## src/rtl/aeris_ram_arbiter_pkg.sv

```systemverilog
// Shared defaults for the RAM-port arbiter: address/data widths and the
// requester-index width helper.
package aeris_ram_arbiter_pkg;

    localparam int unsigned AW_DEF   = 10;
    localparam int unsigned DW_DEF   = 32;
    localparam int unsigned NREQ_DEF = 4;

    function automatic int unsigned idx_w(input int unsigned n);
        return (n > 1) ? $clog2(n) : 1;
    endfunction

    localparam int unsigned IW_DEF = idx_w(NREQ_DEF);

endpackage

```

## src/rtl/aeris_ram_arbiter_rr_pick.sv

```systemverilog
// Rotating-priority encoder: first set request scanning ptr, ptr+1, ... mod NREQ.
module aeris_ram_arbiter_rr_pick
    import aeris_ram_arbiter_pkg::*;
#(
    parameter int unsigned NREQ = NREQ_DEF,
    parameter int unsigned IW   = idx_w(NREQ)
) (
    input  logic [NREQ-1:0] req,
    input  logic [IW-1:0]   ptr,
    output logic            any,
    output logic [NREQ-1:0] win_oh,
    output logic [IW-1:0]   win_idx
);

    logic [IW-1:0] p;

    always_comb begin
        any     = 1'b0;
        win_oh  = '0;
        win_idx = '0;
        p       = '0;
        for (int unsigned i = 0; i < NREQ; i++) begin
            p = IW'((32'(ptr) + i) % NREQ);
            if (!any && req[p]) begin
                any       = 1'b1;
                win_oh[p] = 1'b1;
                win_idx   = p;
            end
        end
    end

endmodule

```

## src/rtl/aeris_ram_arbiter.sv

```systemverilog
// Round-robin arbiter sharing one block-RAM port between NREQ requesters,
// with an optional lock that keeps the port for back-to-back bursts.
module aeris_ram_arbiter
    import aeris_ram_arbiter_pkg::*;
#(
    parameter int unsigned NREQ = NREQ_DEF,
    parameter int unsigned AW   = AW_DEF,
    parameter int unsigned DW   = DW_DEF
) (
    input  logic              clk,
    input  logic              rst,
    input  logic [NREQ-1:0]   req,
    input  logic [NREQ-1:0]   req_we,
    input  logic [NREQ-1:0]   req_lock,
    input  logic [NREQ*AW-1:0] req_addr,
    input  logic [NREQ*DW-1:0] req_wdata,
    output logic [NREQ-1:0]   gnt,
    output logic [NREQ-1:0]   rvalid,
    output logic [DW-1:0]     rdata,
    output logic              ram_en,
    output logic              ram_we,
    output logic [AW-1:0]     ram_addr,
    output logic [DW-1:0]     ram_din,
    input  logic [DW-1:0]     ram_dout
);

    localparam int unsigned IW = idx_w(NREQ);

    logic [IW-1:0]   ptr, owner, rd_id, pick_idx, winner;
    logic            locked, rd_pend, pick_any, hold, grant;
    logic [NREQ-1:0] pick_oh;

    aeris_ram_arbiter_rr_pick #(
        .NREQ (NREQ),
        .IW   (IW)
    ) u_pick (
        .req     (req),
        .ptr     (ptr),
        .any     (pick_any),
        .win_oh  (pick_oh),
        .win_idx (pick_idx)
    );

    // The owner keeps the port only while it still requests and still asserts lock;
    // otherwise the plain round-robin scan decides this cycle.
    assign hold   = locked & req[owner] & req_lock[owner];
    assign winner = hold ? owner : pick_idx;
    assign grant  = hold | pick_any;

    always_comb begin
        gnt      = '0;
        ram_en   = 1'b0;
        ram_we   = 1'b0;
        ram_addr = '0;
        ram_din  = '0;
        if (grant) begin
            gnt      = hold ? (NREQ'(1) << owner) : pick_oh;
            ram_en   = 1'b1;
            ram_we   = req_we[winner];
            ram_addr = req_addr[winner*AW +: AW];
            ram_din  = req_wdata[winner*DW +: DW];
        end
    end

    always_ff @(posedge clk or posedge rst) begin
        if (rst) begin
            ptr     <= '0;
            locked  <= 1'b0;
            owner   <= '0;
            rd_pend <= 1'b0;
            rd_id   <= '0;
        end else if (grant) begin
            ptr     <= (winner == IW'(NREQ - 1)) ? '0 : winner + IW'(1);
            locked  <= req_lock[winner];
            owner   <= winner;
            rd_pend <= ~req_we[winner];
            rd_id   <= winner;
        end else begin
            rd_pend <= 1'b0;
        end
    end

    assign rvalid = rd_pend ? (NREQ'(1) << rd_id) : '0;
    assign rdata  = rd_pend ? ram_dout : '0;

endmodule
```

## config.mk

```make
export PLATFORM = sky130hd
export DESIGN_NAME = aeris_ram_arbiter
export DESIGN_NICKNAME = d
export VERILOG_FILES = /design/src/rtl/aeris_ram_arbiter_pkg.sv /design/src/rtl/aeris_ram_arbiter_rr_pick.sv /design/src/rtl/aeris_ram_arbiter.sv
export SDC_FILE = /design/constraint.sdc
export NUM_CORES = 1
export LEC_CHECK = 0
export CAP_MARGIN = 20
export CORE_AREA = 5 5 113 115
export DETAILED_ROUTE_END_ITERATION = 8
export DIE_AREA = 0 0 118 120
export HOLD_SLACK_MARGIN = 0.03
export PLACE_DENSITY_LB_ADDON = 0.1
export SETUP_SLACK_MARGIN = 0.02
export SLEW_MARGIN = 5
export SYNTH_ARGS = -nofsm -noshare
export SYNTH_HDL_FRONTEND = slang
export SYNTH_SLANG_ARGS = --single-unit
```

## constraint.sdc

```tcl
create_clock -name clk -period 8.7 [get_ports clk]
set_input_delay 0.87 -clock clk [delete_from_list [all_inputs] [get_ports clk]]
set_output_delay 0.87 -clock clk [all_outputs]
set_load 0.005 [all_outputs]
```

==> results of run 1 <==
## kinds of logic (layout without fill, tap and decap cells)
| family | Yosys count | count (layout) | share of synthesized area |
|---|---|---|---|
| adder cells (fa/ha/maj) | 8 | 8 | 0.0347 |
| AND/OR/NAND/NOR | 76 | 76 | 0.153 |
| AO/OA/AOI/OAI | 135 | 135 | 0.421 |
| multiplexers | 68 | 68 | 0.241 |
| flip-flops | 6 | 6 | 0.0520 |
| buffers and inverters | 51 | 317 | 0.0989 |
## placed cells by master (no fill, tap or decap), types with 8 or more instances in the layout
cell type / instances
ha_1: 8
a221oi_2: 11
o22ai_1: 18
mux2i_1: 65
a211oi_1: 14
o211a_1: 26
o21ai_0: 8
and2_1: 33
a221oi_1: 13
clkdlybuf4s50_1: 297
inv_1: 9
nand2_1: 10
a211oi_2: 11
## worst min-delay path, cell delays in order (launching register included)
cell,delay [ns]
dfrtp_1,0.38
nand2_1,0.06
o221ai_1,0.06
## worst max path at each step
| stage | depth (start not counted) | endpoint | slack [ns] | from |
|---|---|---|---|---|
| CTS | 10 | ram_din[30] | 2.35 | ptr[0] |
| global placement | 9 | ram_din[30] | 2.63 | req[0] |
| detailed placement | 9 | ram_din[30] | 2.48 | req[0] |
| finish | 10 | ram_din[18] | 2.36 | ptr[0] |
| global route | 10 | ram_din[30] | 1.95 | ptr[0] |
| floorplan | 11 | ram_din[10] | 5.18 | ptr[0] |
## layout make-up
class                           instances  area, µm²  area share
Sequential cell                         6        150      0.0252
Inverter                                9       33.8     0.00567
Tap cell                              147        184      0.0309
Multi-Input combinational cell        287       2470       0.414
Clock buffer                            3       75.1      0.0126
Timing Repair Buffer                  305       3050       0.511
## flip-flops by register name, indices dropped and copies added, names as in the netlist
register / flops
rd_id: 2
locked: 1
ptr: 2
rd_pend: 1
## through the flow
stage | cell area, µm² | hold WS [ns]
after floorplan | 2890 | 0.493
after global placement | 5850 | 0.537
after detailed placement | 5850 | 0.534
after CTS | 5930 | 0.545
after global routing | 5960 | 0.605
final | 5960 | 0.545
## power groups by stage
stage	Combinational [mW]	Clock, mW	Sequential [mW]
floorplan	1.25	0	0.0568
global placement	2.05	0	0.0940
detailed placement	2.06	0	0.0959
CTS	2.08	0.0741	0.0953
global route	2.22	0.0746	0.102
finish	2.06	0.0731	0.0943
## layer usage
metal | global-route usage | vias to the layer above | routed length [µm]
met4 | 0.0337 | 0 | 162
met1 | 0.226 | 1828 | 5820
met2 | 0.359 | 192 | 7730
li1 | - | 1912 | -
met5 | 0 | - | 0
met3 | 0.0509 | 10 | 1150
==> metrics.txt, run 1 <==
clock-pin transition on the worst setup and hold timing paths about 0.030 ns; Leakage approximately 2.5 nW; Tmin final around 6.3 ns; nets@finish between 800 and 900; Final TNS setup 0 ns; final setup skew 0.000859 ns; CP startpoint kind flip-flop; total design power between 2 and 2.5 mW; area of the mapped netlist ~2900 µm²; CTS Buf Count 3; GR Util All Layers 0.194; core area around 12,000 µm²; Initial Utilization 0.246; CP Data Arrival Time 5.47 ns; sum of buffers and inverters on the critical path 3; Resized Gates After CTS 0; R2R Setup Slk between 4 and 5 ns; clock buffer depth 2; Avg Inst Size Synth between 8 and 9 µm²; root buf cell clkbuf_16; Critical R2R Launch ptr[0]; endpoints failing hold 0; Rel. slew slack 0.278; Util after Layout 0.509; Cell Int Power approximately 1.2 mW; Critical-path top delay cell o21ai_4; clk sink count 6; Synth top cells by count mux2i_1, and2_1, o211a_1; final worst slack about 2.4 ns; count leader, synth mux2i_1; Fmax between 150 and 200 MHz; Synth-to-Final Area Change 107%; RSZ-0062 raised after global routing false; clock network fraction of total power 0.033; hold_buf cts 0; row cnt 40; # DRC 0; CP Class reg2out; pre-CTS WS 2.48 ns; worst hold stages 2; first-pass GRT wire length approximately 23,000 µm; Via density approximately 5.2; Synth Warn # 0; Net Switching ~1 mW; post-synth cell types 53; Worst Hold Class reg2reg; Final Slew Violations 0; Post-DP HPWL about 12,000 µm; CTS tree built; sw frac 0.445; top cell type's share of synthesized area 0.225; Post-Syn Nets approximately 570; post-route ant nets 0; #FFs+latches synth 6; pin count of the biggest net entering global routing 36; CP cell instances inv_1 > ha_1 > mux2_2 > o21ba_2 > nand3_1 > o21ai_4 > buf_4 > mux2i_1 > a211oi_1 > clkdlybuf4s50_1; DIE WIDTH between 100 and 150 µm; via count 3,942; WL/cell between 15 and 20 µm; die area around 14,000 µm²; # port buffers between 200 and 300; Final Non-Filler Cells around 760; setup-violating endpoint count in the final report 0; # Post-CTS Setup Buffers 0; period utilization 0.729; drt total wl approximately 15,000 µm; Hold Crit Start locked; drt first pass iters 5; CP endpoint kind output pin; antenna violations before repair 0; cell family with most CP delay compound AO/OA/AOI/OAI gates; Pwr Density about 370 nW/µm²; Req. time, crit path 7.83 ns; status finished clean; number of DRC markers in iteration 0 approximately 180; VDD IR-drop max about 0.00018 V; GP Congestion 0.831; number of enable flip-flop cells after synthesis 0; crit-path max cell delay between 1 and 1.5 ns; die height about 120 µm; max cap viols 0; post-synthesis sequential area ratio 0.0520; # fillers 1,110; prevailing post-synth register cell dfrtp_1; Post-Syn Instances approximately 340; global route overflow 0; Reg power frac 0.042; H-tree Lvls 1; Synth area leader mux2i_1; ys async rst share 1.00; Worst R2R End rd_id[0]; combinational power share 0.925; Cells after DPL about 750; depth of the worst register-to-register path 7; vias in the first global route 4,160; # IOs between 200 and 300; top cells by area, synth mux2i_1, o211a_1, and2_1, a221oi_2, dfrtp_1; fraction of layout cells with a size suffix above 1 0.0705; CP max FO 29; worst-margin pin slew between 1 and 1.5 ns; Hold Crit Endpoint locked; clk_lat worst skew 0.23 ns; antenna cells 0
Power figures use the tool's default switching activity.
==> run 2, diff against run 1 <==
==> constraint.sdc (replaced) <==
create_clock -name clk -period 5.8 [get_ports clk]
set_input_delay 0.58 -clock clk [delete_from_list [all_inputs] [get_ports clk]]
set_output_delay 0.58 -clock clk [all_outputs]
set_load 0.005 [all_outputs]
==> metrics.txt, run 2 (synthesized netlist as in run 1, its figures left out) <==
Final TNS setup 0 ns (unchanged); CP max FO 20 (-31%); GP Congestion 0.815 (-1.8%); Pwr Density 562 nW/µm² (+50%); via count 3,993 (+1.3%); depth of the worst register-to-register path 9 (+2); # IOs 298 (unchanged); Hold Crit Start locked; row cnt 40 (unchanged); most common cell after layout, fill and taps aside clkdlybuf4s50_1; CTS Buf Count 3 (unchanged); Req. time, crit path 5.22 ns (-2.61 ns); Design Area, Final 5970 µm² (+0.21%); # port buffers 297 (unchanged); Post-DP HPWL 12,300 µm (+1.8%); clk sink count 6 (unchanged); GR Util All Layers 0.192 (-0.00140); RSZ-0062 raised after global routing false; Critical R2R Launch ptr[0]; clk_lat worst skew 0.22 ns (about the same); fraction of layout cells with a size suffix above 1 0.0735 (+0.00304); Worst Hold Class reg2reg; root buf cell clkbuf_16; CP Class reg2out; # DRC 0 (unchanged); CP startpoint kind flip-flop; R2R Setup Slk 1.92 ns (-2.53 ns); Top Registers ptr (2), rd_id (2); Rel. slew slack 0.321 (+0.0435); Tmin final between 5 and 6 ns; endpoints failing hold 0 (unchanged); Final Slew Violations 0 (unchanged); worst-margin pin slew 1.02 ns (-0.0634 ns); WL/cell 19.5 µm (-0.59%); pin count of the biggest net entering global routing 36 (unchanged); nets@finish 836 (+0.24%); status finished clean; # Post-CTS Setup Buffers 0 (unchanged); period utilization 0.867; setup-violating endpoint count in the final report 0 (unchanged); core area 11,700 µm² (unchanged); Worst R2R End locked; vias in the first global route 4,161 (+0.024%); clock-pin transition on the worst setup and hold timing paths 0.03 ns (about the same); CP Data Arrival Time 4.45 ns (-1.02 ns); max cap viols 0 (unchanged); die area 14,200 µm² (unchanged); antenna violations before repair 0 (unchanged); number of DRC markers in iteration 0 211 (+19%); Synth-to-Final Area Change 107%; first-pass GRT wire length 22,600 µm (+0.18%); Initial Utilization 0.246 (unchanged); CP endpoint kind output pin; global route overflow 0 (unchanged); Via density 5.26 (+1.0%); clock buffer depth 2 (unchanged); Leakage 2.48 nW (+0.35%); most frequent cells in the layout clkdlybuf4s50_1, mux2i_1, and2_1; die height 120 µm (unchanged); VDD IR-drop max 0.000304 V (+67%); Fmax roughly 200 MHz; Resized Gates After CTS 0 (unchanged); antenna cells 0 (unchanged); hold_buf cts 0 (unchanged); drt total wl 14,800 µm (-0.32%); Hold Crit Endpoint locked; CTS tree built; worst hold stages 2 (unchanged); post-route ant nets 0 (unchanged); DIE WIDTH 118 µm (unchanged); Placed Instance Area 5900 µm² (+0.73%); drt first pass iters 5 (unchanged); final setup skew 0.000346 ns (-0.000513 ns); # fillers 1,129 (+1.7%); H-tree Lvls 1 (unchanged)
## run 2: cell count changes in the layout (fill, tap and decap cells not counted)
cell,change
buf_4,+3
buf_8,-2
buf_12,+1
## run 2: per-layer routing
| layer | routed length, µm | up-vias | GRT usage |
|---|---|---|---|
| met1 | 5570 | 1865 | 0.218 |
| met5 | 0 | - | 0 |
| met4 | 301 | 0 | 0.0444 |
| li1 | - | 1914 | - |
| met2 | 7710 | 196 | 0.352 |
| met3 | 1230 | 18 | 0.0594 |
## run 2: cell type report
cell class / instances / area (µm²) / area share
flip-flops and latches: 6 / 150 / 0.0251
clock buffers: 3 / 75.1 / 0.0126
multi-input cells: 287 / 2470 / 0.413
well taps: 147 / 184 / 0.0308
repair buffers: 307 / 3060 / 0.512
inverters: 9 / 33.8 / 0.00566
## run 2: per-stage QoR
| stage | util | power, mW | setup WS (ns) | std cells | hold WS [ns] |
|---|---|---|---|---|---|
| floorplan | - | 1.96 | 2.57 | 344 | 0.371 |
| global placement | 0.504 | 3.26 | 1.13 | 756 | 0.558 |
| detailed placement | 0.504 | 3.27 | 1.03 | 756 | 0.548 |
| CTS | 0.510 | 3.40 | 0.764 | 759 | 0.555 |
| global route | 0.510 | 3.63 | 0.490 | 759 | 0.597 |
| finish | 0.510 | 3.36 | 0.770 | 759 | 0.546 |
## run 2: worst max-delay path, cell delays in order, from the launching register on
cell	delay, ns
dfrtp_1	0.73
inv_1	0.28
ha_1	0.55
mux2_2	0.39
o21ba_2	0.22
and3_1	0.19
a21oi_1	0.26
inv_1	0.51
mux2i_1	0.24
o22ai_1	0.25
clkdlybuf4s50_1	0.57
## run 2: where the power goes
| group | switching [mW] | internal [mW] | total (mW) |
|---|---|---|---|
| Clock | 0.0225 | 0.0884 | 0.111 |
| Sequential | 0.0751 | 0.0655 | 0.141 |
| Combinational | 1.38 | 1.72 | 3.10 |
## run 2: how the worst max path moves through the flow
stage / depth (start not counted) / slack (ns) / start / endpoint
2_1_floorplan: 11 / 2.57 / ptr[0] / ram_din[10]
3_3_place_gp: 9 / 1.13 / req[3] / ram_addr[8]
3_5_place_dp: 11 / 1.03 / ptr[0] / ram_din[17]
4_1_cts: 10 / 0.76 / ptr[0] / ram_addr[8]
5_1_grt: 10 / 0.49 / ptr[0] / ram_addr[2]
6_report: 10 / 0.77 / ptr[0] / ram_addr[8]
